<file path="src/rtl/pipeline_ctrl_pkg.sv">
// rtl/pipeline_ctrl_pkg.sv - shared types and constants for the pipeline hazard controller
// Purpose: FSM state encoding, zero-register constant and stall-count type
// shared by the hazard controller top and its detection sub-module.
package pipeline_ctrl_pkg;

    typedef enum logic [1:0] {
        RUN    = 2'd0,
        STALL  = 2'd1,
        MULDIV = 2'd2
    } hz_state_t;

    localparam logic [4:0] REG_ZERO = 5'd0;

    typedef logic [1:0] stall_cnt_t;

endpackage

</file>
<file path="src/rtl/hazard_detect_comb.sv">
// rtl/hazard_detect_comb.sv - combinational stall-length detector for the ID stage
// Purpose: computes how many bubble cycles the ID instruction needs before its
// operands are available (0, 1 or 2).
// Ports:
//   id_rs1/id_rs2, id_uses_rs1/id_uses_rs2, id_is_branch : ID instruction fields
//   ex_reg_write, ex_mem_read, ex_rd                      : EX instruction fields
//   mem_mem_read, mem_rd                                  : MEM instruction fields
//   stall_n                                               : required stall cycles
module hazard_detect_comb
    import pipeline_ctrl_pkg::*;
(
    input  logic [4:0]  id_rs1,
    input  logic [4:0]  id_rs2,
    input  logic        id_uses_rs1,
    input  logic        id_uses_rs2,
    input  logic        id_is_branch,
    input  logic        ex_reg_write,
    input  logic        ex_mem_read,
    input  logic [4:0]  ex_rd,
    input  logic        mem_mem_read,
    input  logic [4:0]  mem_rd,
    output stall_cnt_t  stall_n
);

    logic ex_match;
    logic mem_match;

    // x0 is hardwired to zero, so a write to it never creates a dependency.
    assign ex_match  = (ex_rd != REG_ZERO) &&
                       ((id_uses_rs1 && (id_rs1 == ex_rd)) ||
                        (id_uses_rs2 && (id_rs2 == ex_rd)));
    assign mem_match = (mem_rd != REG_ZERO) &&
                       ((id_uses_rs1 && (id_rs1 == mem_rd)) ||
                        (id_uses_rs2 && (id_rs2 == mem_rd)));

    // Conditions are checked longest-first so the result is the maximum.
    // Non-branch ALU dependencies are covered by the EX forwarding path;
    // branches resolve in ID and cannot use it.
    always_comb begin
        stall_n = 2'd0;
        if (id_is_branch) begin
            if (ex_mem_read && ex_match) begin
                stall_n = 2'd2;
            end else if ((ex_reg_write && ex_match) || (mem_mem_read && mem_match)) begin
                stall_n = 2'd1;
            end
        end else if (ex_mem_read && ex_match) begin
            stall_n = 2'd1;
        end
    end

endmodule

</file>
<file path="src/rtl/pipeline_hazard_controller.sv">
// rtl/pipeline_hazard_controller.sv - stall/flush controller for the 5-stage pipeline
// Purpose: holds PC and IF/ID, inserts ID/EX and EX/MEM bubbles and flushes
// IF/ID for load-use, branch-in-ID dependencies and multicycle mul/div.
// Outputs are combinational so a stall takes effect in the detecting cycle.
// Ports:
//   clk, rst                      : clock, synchronous active-high reset
//   ID_*, EX_*, MEM_* inputs      : decoded fields of the ID/EX/MEM instructions
//   EX_MulDivStart/EX_MulDivDone  : mul/div start and result-valid pulses
//   PC_Write .. EX_MEM_Bubble     : pipeline register controls
//   stall_cycles                  : cycles with PC_Write low (wrapping)
module pipeline_hazard_controller
    import pipeline_ctrl_pkg::*;
#(
    parameter int CNT_W = 32
) (
    input  logic             clk,
    input  logic             rst,
    input  logic [4:0]       ID_Rs1,
    input  logic [4:0]       ID_Rs2,
    input  logic             ID_UsesRs1,
    input  logic             ID_UsesRs2,
    input  logic             ID_IsBranch,
    input  logic             ID_BranchTaken,
    input  logic             EX_RegWrite,
    input  logic             EX_MemRead,
    input  logic [4:0]       EX_Rd,
    input  logic             MEM_MemRead,
    input  logic [4:0]       MEM_Rd,
    input  logic             EX_MulDivStart,
    input  logic             EX_MulDivDone,
    output logic             PC_Write,
    output logic             IF_ID_Write,
    output logic             IF_ID_Flush,
    output logic             ID_EX_Bubble,
    output logic             ID_EX_Write,
    output logic             EX_MEM_Bubble,
    output logic [CNT_W-1:0] stall_cycles
);

    hz_state_t        state_q, state_d;
    stall_cnt_t       cnt_q, cnt_d;
    logic [CNT_W-1:0] stall_cycles_q, stall_cycles_d;
    stall_cnt_t       need_n;

    hazard_detect_comb u_detect (
        .id_rs1       (ID_Rs1),
        .id_rs2       (ID_Rs2),
        .id_uses_rs1  (ID_UsesRs1),
        .id_uses_rs2  (ID_UsesRs2),
        .id_is_branch (ID_IsBranch),
        .ex_reg_write (EX_RegWrite),
        .ex_mem_read  (EX_MemRead),
        .ex_rd        (EX_Rd),
        .mem_mem_read (MEM_MemRead),
        .mem_rd       (MEM_Rd),
        .stall_n      (need_n)
    );

    always_comb begin
        PC_Write      = 1'b1;
        IF_ID_Write   = 1'b1;
        IF_ID_Flush   = 1'b0;
        ID_EX_Bubble  = 1'b0;
        ID_EX_Write   = 1'b1;
        EX_MEM_Bubble = 1'b0;
        state_d       = state_q;
        cnt_d         = cnt_q;
        // While in reset the pipeline sees plain RUN controls.
        if (!rst) begin
            unique case (state_q)
                RUN: begin
                    if (EX_MulDivStart) begin
                        // Start and Done together is a single-cycle op: no hold.
                        if (!EX_MulDivDone) begin
                            PC_Write      = 1'b0;
                            IF_ID_Write   = 1'b0;
                            ID_EX_Write   = 1'b0;
                            EX_MEM_Bubble = 1'b1;
                            state_d       = MULDIV;
                        end
                    end else if (need_n != 2'd0) begin
                        PC_Write     = 1'b0;
                        IF_ID_Write  = 1'b0;
                        ID_EX_Bubble = 1'b1;
                        cnt_d        = need_n - 2'd1;
                        if (need_n > 2'd1) begin
                            state_d = STALL;
                        end
                    end else if (ID_BranchTaken) begin
                        // Only reachable with no stall, so flush never meets a hold.
                        IF_ID_Flush = 1'b1;
                    end
                end
                STALL: begin
                    PC_Write     = 1'b0;
                    IF_ID_Write  = 1'b0;
                    ID_EX_Bubble = 1'b1;
                    cnt_d        = cnt_q - 2'd1;
                    if (cnt_q <= 2'd1) begin
                        state_d = RUN;
                    end
                end
                MULDIV: begin
                    if (EX_MulDivDone) begin
                        state_d = RUN;
                    end else begin
                        PC_Write      = 1'b0;
                        IF_ID_Write   = 1'b0;
                        ID_EX_Write   = 1'b0;
                        EX_MEM_Bubble = 1'b1;
                    end
                end
                default: begin
                    state_d = RUN;
                end
            endcase
        end
    end

    always_comb begin
        stall_cycles_d = stall_cycles_q + {{(CNT_W-1){1'b0}}, ~PC_Write};
    end

    always_ff @(posedge clk) begin
        if (rst) begin
            state_q        <= RUN;
            cnt_q          <= 2'd0;
            stall_cycles_q <= '0;
        end else begin
            state_q        <= state_d;
            cnt_q          <= cnt_d;
            stall_cycles_q <= stall_cycles_d;
        end
    end

    assign stall_cycles = stall_cycles_q;

endmodule

</file>
<file path="config.mk">
export PLATFORM = sky130hd
export DESIGN_NAME = pipeline_hazard_controller
export DESIGN_NICKNAME = d
export VERILOG_FILES = /design/src/rtl/pipeline_ctrl_pkg.sv /design/src/rtl/hazard_detect_comb.sv /design/src/rtl/pipeline_hazard_controller.sv
export SDC_FILE = /design/constraint.sdc
export NUM_CORES = 1
export LEC_CHECK = 0
export BUFFER_PORTS_ARGS = -buffer_cell sky130_fd_sc_hd__buf_2
export CAP_MARGIN = 20
export CORE_MARGIN = 2
export CORE_UTILIZATION = 45
export CTS_CLUSTER_SIZE = 10
export DETAILED_ROUTE_END_ITERATION = 6
export GPL_TIMING_DRIVEN = 0
export MAX_ROUTING_LAYER = met4
export PLACE_DENSITY_LB_ADDON = 0.25
export SLEW_MARGIN = 5
export SYNTH_ARGS = -nofsm -noshare
export SYNTH_HDL_FRONTEND = slang
export SYNTH_HIERARCHICAL = 1
export SYNTH_SLANG_ARGS = --single-unit
</file>
<file path="constraint.sdc">
create_clock -name clk -period 11.5 [get_ports clk]
set_input_delay 2.3 -clock clk [delete_from_list [all_inputs] [get_ports clk]]
set_output_delay 2.3 -clock clk [all_outputs]
set_load 0.01 [all_outputs]
</file>
==> flow_metrics.py, run 1 <==
metrics = {
    "sta": {
        "setup_tns_ns": 0,
        "rsz0062_at_grt": "no",
        "relSlewSlack_pct": 66.52,
        "timing.final.crit_period_ns": 7.411,
        "worst_pin_slew_ns": 0.5022,
        "setup_viol": 0,
        "final-hold-violation-count": 0,
        "min_period_over_period_pct": 64.45,
        "maxSlewViolCount": 0,
        "fmax_ghz": 0.1349,
        "skew_ns": 0.007873,
    },
    "floorplanning": {
        "die_w_um": 72.02,
        "initial_core_util_pct": 47.17,
        "rows": 24,
        "die_h_um": 72.02,
        "dieArea_sq_mm": 0.005187,
        "ios": 69,
        "coreArea_sq_mm": 0.004414,
    },
    "detailed_routing": {
        "totalWireLength_mm": 4.970,
        "vias": 2147,
        "wl_per_cell_um": 13.25,
        "firstDrtPassIters": 4,
        "ant_nets": 0,
        "drt_iter0_drc": 159,
        "avgViaCountPerCell": 5.725,
        "drc": 0,
    },
    "power": {
        "power_leakage_nw": 1.064,
        "p_total_w": 0.0002611,
        "vdd_drop_max_mv": 0.05486,
        "powerDensity_mw_per_mm2": 100.7,
    },
    "placement": {
        "numPlacedInstances": 367,
        "place.port_buffers": 67,
        "place_hpwl_mm": 3.710,
        "globalplace.congestion": 0.7938,
        "place_area_sq_mm": 0.002482,
    },
    "finish": {
        "nets": 358,
        "syn2layout_area_growth_pct": 24.58,
        "fin_cells": 375,
        "drive_above_1_share_pct": 26.63,
        "layout_commonest_cell": "buf_2",
        "mostFrequentLayoutCells": "buf_2, dfxtp_1, xor2_1, a21oi_1, nor2_1",
        "fillCellCount": 396,
        "final_cell_area_sq_mm": 0.002594,
        "diodes": 0,
    },
    "critical_path": {
        "worstPathRequired_ns": 9.20,
        "path_class": "primary input to output pin",
        "crit_chain": "buf_2 -> xor2_1 -> nor4_1 -> nand3_1 -> a21oi_1 -> a21oi_1 -> o311ai_2 -> inv_1 -> ha_1 -> o21ba_2 -> nor2_1 -> nor2_1 -> or2_1 -> buf_4 -> buf_2",
        "crit_path_start_kind": "primary input",
        "cpPeakStageDelay_ns": 0.33,
        "cp_max_fo": 5,
        "cp.arrival_ns": 5.11,
        "endpoint_kind": "output pin",
        "crit_slowest_cell": "nor4_1",
    },
    "synth": {
        "syn-num-nets": 284,
        "yosys.area.top_type": "dfxtp_1",
        "synthFlopType": "dfxtp_1",
        "ys_ff_latch": 36,
        "synthCells": 248,
        "yosys.area.top_type_share_pct": 34.62,
        "synth_cell_type_count": 37,
        "synth_edf_count": 0,
        "yosys-top-cells-area": "dfxtp_1, xor2_1, a21oi_1",
        "synthArstFlopShare_pct": 0,
        "netlist_area_sq_mm": 0.002082,
        "synth-seq-area-share_pct": 34.62,
        "synth_area_per_cell_sq_um": 8.395,
        "synth_warnings": 6,
    },
    "clock_network": {
        "cts_sinks": 36,
        "cts_inserted_buffers": 5,
        "clock_latency_ns": 0.29,
        "cts.clk_slew.worst_paths_ns": 0.08,
        "hold_buffers": 0,
        "ctsRootBufferMaster": "clkbuf_8",
        "clock_path_buffers": 2,
        "cts_tree": "yes",
        "ctsHtreeMaxLevel": 2,
        "cts_setup_buffers": 0,
        "cts_resized": 0,
    },
    "grt": {
        "grtUsageTotal_pct": 20.76,
        "grt_remaining_overflow": 0,
        "grt_pass1_wl_mm": 8.493,
        "antenna_found_initial": 0,
        "grt_pass1_vias": 1899,
        "grt_start_max_net_pins": 13,
    },
    "hold_path": {
        "min_path_type": "flip-flop to flip-flop",
    },
    "job": {
        "maxCapViolCount": 0,
    },
    "run_status": {
        "status": "finished, final reports clean",
    },
}
through the flow:
| stage | setup WS [ns] | util (%) | hold WS [ns] |
|---|---|---|---|
| after floorplan | 4.642 | - | 0.4841 |
| after global placement | 4.182 | 56.24 | 0.4768 |
| after detailed placement | 4.128 | 56.24 | 0.4855 |
| after CTS | 4.118 | 58.76 | 0.4965 |
| after global routing | 3.879 | 58.76 | 0.5402 |
| final | 4.089 | 58.76 | 0.4978 |
registers in the layout, summed over array words and instances (netlist names):
| signal | cells |
|---|---|
| state_q | 2 |
| stall_cycles | 32 |
| cnt_q | 2 |
synth_stat cells (all sizes together), types with 2 or more instances:
cell type and count:
dfxtp 36, xor2 25, a21oi 23, nor2 20, nand3 15, or4 14, o31ai 12, nand2 10
nand4 10, inv 9, clkbuf 8, nor4 8, and4 7, o21ai 7, or3 6, xnor2 6
buf 5, ha 5, nor2b 4, and2 3, nor3 3, a211oi 2, nand2b 2
metal layers:
layer | global-route usage [%] | vias to the layer above | part of all wire, %
met5 | - | - | 0
met4 | 8.386 | 0 | 1.6
met3 | 3.889 | 9 | 7.2
met2 | 32.00 | 86 | 46
met1 | 26.90 | 992 | 45
li1 | - | 1060 | -
worst max-delay path: cells and delay by family:
family,cells,cell delay (ns)
and+or+nand+nor,5,1.10
xor gates and xnor gates,1,0.17
adders and majority gates,1,0.24
AOI/OAI and AO/OA,4,0.82
buffers and inverters,4,0.49
final cells by class:
class / count / area [sq um] / share of cell area, %
Buffer: 13 / 68.82 / 2.653
Clock buffer: 5 / 68.82 / 2.653
Clock inverter: 3 / 42.54 / 1.640
Inverter: 9 / 33.78 / 1.302
Multi-Input combinational cell: 190 / 1259 / 48.53
Sequential cell: 36 / 720.7 / 27.79
Tap cell: 52 / 65.06 / 2.508
Timing Repair Buffer: 67 / 335.3 / 12.93
report_power, final:
| group | switching, W | internal [W] |
|---|---|---|
| sequential | 0.000000563 | 0.000125 |
| clock | 0.0000472 | 0.0000642 |
| combinational | 0.0000133 | 0.0000106 |
logic make-up (layout without fill, tap and decap cells):
kind of cell    count (synthesis)  after routing  synth area share (%)
compound gates                 48             48                 14.60
fa+ha+maj                       5              5                 3.005
simple gates                  105            105                 29.27
xor+xnor                       31             31                 13.04
buf+inv                        22             97                 4.927
flops                          36             36                 34.62
mux                             1              1                0.5408
worst paths after layout:
check                           endpoint  slack, ns                         from  cells past startpoint
max reg2reg  stall_cycles[26]$_SDFF_PP0_       8.60      state_q[0]$_SDFFE_PP0P_                     11
min reg2reg  stall_cycles[15]$_SDFF_PP0_       0.50  stall_cycles[15]$_SDFF_PP0_                      2
max                             PC_Write       4.09                    ID_Rs2[1]                     15
min          stall_cycles[15]$_SDFF_PP0_       0.50  stall_cycles[15]$_SDFF_PP0_                      2
No activity file was read; power rests on OpenSTA's default activity.
==> run 2, diff against run 1 <==
Settings changed: ABC_AREA set to 1.
Clock period 11.5 ns to 7.5 ns, I/O delays scaled along.
==> flow_metrics.py, run 2 <==
metrics = {
    "run_status": {
        "status": "finished, final reports clean",
    },
    "finish": {
        "fillCellCount": 557,
        "layout_commonest_cell": "nand2_1",
        "final_cell_area_sq_mm": 0.002968,
        "diodes": 0,
        "nets": 529,
        "largest_reg_flops": 32,
        "mostFrequentLayoutCells": "nand2_1, nor2_1, buf_2, inv_1, dfxtp_1",
        "drive_above_1_share_pct": 21.70,
        "syn2layout_area_growth_pct": 20.53,
    },
    "job": {
        "maxCapViolCount": 0,
    },
    "sta": {
        "whs_ns": 0.4790,
        "timing.final.crit_period_ns": 4.796,
        "skew_ns": 0.007988,
        "rsz0062_at_grt": "no",
        "final-hold-violation-count": 0,
        "setup_viol": 0,
        "maxSlewViolCount": 0,
        "setup_tns_ns": 0,
        "worst_pin_slew_ns": 0.5191,
        "relSlewSlack_pct": 65.39,
        "min_period_over_period_pct": 63.95,
        "fmax_ghz": 0.2085,
    },
    "clock_network": {
        "clock_latency_ns": 0.28,
        "cts_tree": "yes",
        "clock_path_buffers": 2,
        "cts_sinks": 36,
        "ctsRootBufferMaster": "clkbuf_8",
        "cts.clk_slew.worst_paths_ns": 0.07,
        "hold_buffers": 0,
        "cts_setup_buffers": 0,
        "ctsHtreeMaxLevel": 2,
        "cts_inserted_buffers": 5,
        "cts_resized": 0,
    },
    "critical_path": {
        "reg2reg_setup_slack_ns": 5.34,
        "crit_end": "ID_EX_Bubble",
        "endpoint_kind": "output pin",
        "worstPathRequired_ns": 6.00,
        "reg2reg_to": "stall_cycles[26]$_SDFF_PP0_",
        "cp_max_fo": 4,
        "r2r_cells": 15,
        "crit_path_start_kind": "primary input",
        "path_class": "primary input to output pin",
        "cp.arrival_ns": 3.30,
        "r2r-start": "state_q[1]$_SDFFE_PP0P_",
        "crit_path_start": "EX_Rd[3]",
    },
    "floorplanning": {
        "ios": 69,
        "rows": 26,
        "die_h_um": 77.97,
        "die_w_um": 77.97,
        "initial_core_util_pct": 47.31,
        "coreArea_sq_mm": 0.005205,
        "dieArea_sq_mm": 0.006079,
    },
    "synth": {
        "syn-num-nets": 454,
        "synthCells": 418,
        "synth-seq-area-share_pct": 29.27,
        "synthArstFlopShare_pct": 0,
        "netlist_area_sq_mm": 0.002462,
        "yosys.area.top_type": "dfxtp_1",
        "synthFlopType": "dfxtp_1",
        "synth_edf_count": 0,
        "ys_ff_latch": 36,
        "yosys.area.top_type_share_pct": 29.27,
        "synth_area_per_cell_sq_um": 5.891,
        "ys_top_cells_by_count": "nand2_1, nor2_1, inv_1",
        "synth.most_common_cell": "nand2_1",
        "yosys-top-cells-area": "dfxtp_1, nand2_1, nor2_1",
        "synth_cell_type_count": 27,
        "synth_warnings": 6,
    },
    "detailed_routing": {
        "dr_wl_met3_um": 286,
        "totalWireLength_mm": 6.180,
        "top_layer": "met4",
        "ant_nets": 0,
        "drc": 0,
        "avgViaCountPerCell": 4.782,
        "met1Wirelength_mm": 2.961,
        "dr_wl_met2_mm": 2.896,
        "wl_per_cell_um": 10.98,
        "drt_iter0_drc": 84,
        "firstDrtPassIters": 4,
        "vias": 2692,
    },
    "grt": {
        "grt_pass1_vias": 2413,
        "grtUsageTotal_pct": 21.73,
        "grt_start_max_net_pins": 11,
        "grt_remaining_overflow": 0,
        "antenna_found_initial": 0,
        "grt_pass1_wl_mm": 10.49,
    },
    "power": {
        "vdd_drop_max_mv": 0.08005,
        "power_leakage_nw": 1.454,
        "powerDensity_mw_per_mm2": 126.2,
    },
    "placement": {
        "place_area_sq_mm": 0.002890,
        "place_hpwl_mm": 5.071,
        "globalplace.congestion": 0.8956,
        "place.port_buffers": 68,
    },
    "hold_path": {
        "min_path_type": "flip-flop to flip-flop",
    },
}
run 2: cell types whose count changed after synthesis, sizes merged, moves of 4 or more:
cell | before | now
nand2 | 10 | 131
nor2 | 20 | 91
inv | 9 | 64
xor2 | 25 | 4
o21ai | 7 | 21
or4 | 14 | 0
o31ai | 12 | 0
nand3 | 15 | 25
nor4 | 8 | 0
and4 | 7 | 0
nand4 | 10 | 3
clkbuf | 8 | 2
or3 | 6 | 0
nor2b | 4 | 0
run 2: cells by family after synthesis:
| logic type | Yosys count | synth area share (%) |
|---|---|---|
| simple gates | 253 | 44.82 |
| xor+xnor | 7 | 2.490 |
| flops | 36 | 29.27 |
| buf+inv | 69 | 10.72 |
| fa+ha+maj | 5 | 2.541 |
| compound gates | 48 | 10.16 |
run 2: per-layer routing:
layer / up-vias / global-route usage, %
met3: 5 / 4.070
met4: 0 / 4.912
met2: 58 / 36.47
met5: - / -
met1: 1186 / 27.21
li1: 1443 / -
run 2: stage by stage:
| step | util (%) | instances | setup slack (ns) | power [W] |
|---|---|---|---|---|
| floorplan | - | 418 | 3.105 | 0.0002282 |
| global placement | 55.53 | 556 | 2.693 | 0.0002480 |
| detailed placement | 55.53 | 556 | 2.677 | 0.0002487 |
| CTS | 57.02 | 563 | 2.669 | 0.0003788 |
| global route | 57.02 | 563 | 2.370 | 0.0003944 |
| finish | 57.02 | 563 | 2.704 | 0.0003746 |
run 2: layout make-up:
class | count | area [sq um] | share of cell area (%)
flip-flops and latches | 36 | 720.7 | 24.28
multi-input cells | 313 | 1478 | 49.79
repair buffers | 68 | 340.3 | 11.47
well taps | 70 | 87.58 | 2.951
clock buffers | 6 | 72.57 | 2.445
plain buffers | 4 | 20.02 | 0.6745
clock inverters | 1 | 5.005 | 0.1686
inverters | 65 | 244.0 | 8.221
run 2: power by group:
part           switching, W  internal (W)
registers        0.00000132      0.000193
logic             0.0000300     0.0000197
clock network     0.0000673     0.0000632
total             0.0000986      0.000276
run 2: worst min path at each step:
stage	depth (start not counted)	end	start	slack, ns
4_1_cts	2	cnt_q[1]$_SDFFE_PP0P_	cnt_q[1]$_SDFFE_PP0P_	0.49
6_report	2	cnt_q[1]$_SDFFE_PP0P_	cnt_q[1]$_SDFFE_PP0P_	0.48
5_1_grt	2	cnt_q[1]$_SDFFE_PP0P_	cnt_q[1]$_SDFFE_PP0P_	0.50
3_3_place_gp	2	stall_cycles[31]$_SDFF_PP0_	stall_cycles[31]$_SDFF_PP0_	0.46
3_5_place_dp	2	stall_cycles[31]$_SDFF_PP0_	stall_cycles[31]$_SDFF_PP0_	0.47
2_1_floorplan	2	cnt_q[1]$_SDFFE_PP0P_	cnt_q[1]$_SDFFE_PP0P_	0.45
run 2: worst max-delay path: stages:
cell	delay (ns)
buf_2	0.13
inv_2	0.04
nand2_1	0.05
nand2_1	0.04
nor2_1	0.13
nand3_1	0.11
nand2_2	0.10
nand3_2	0.06
nand2_1	0.05
nand3_1	0.06
nand2_1	0.08
inv_1	0.06
ha_1	0.18
inv_1	0.07
nand2_1	0.06
o21ai_0	0.25
inv_2	0.09
nor2_1	0.09
buf_2	0.14
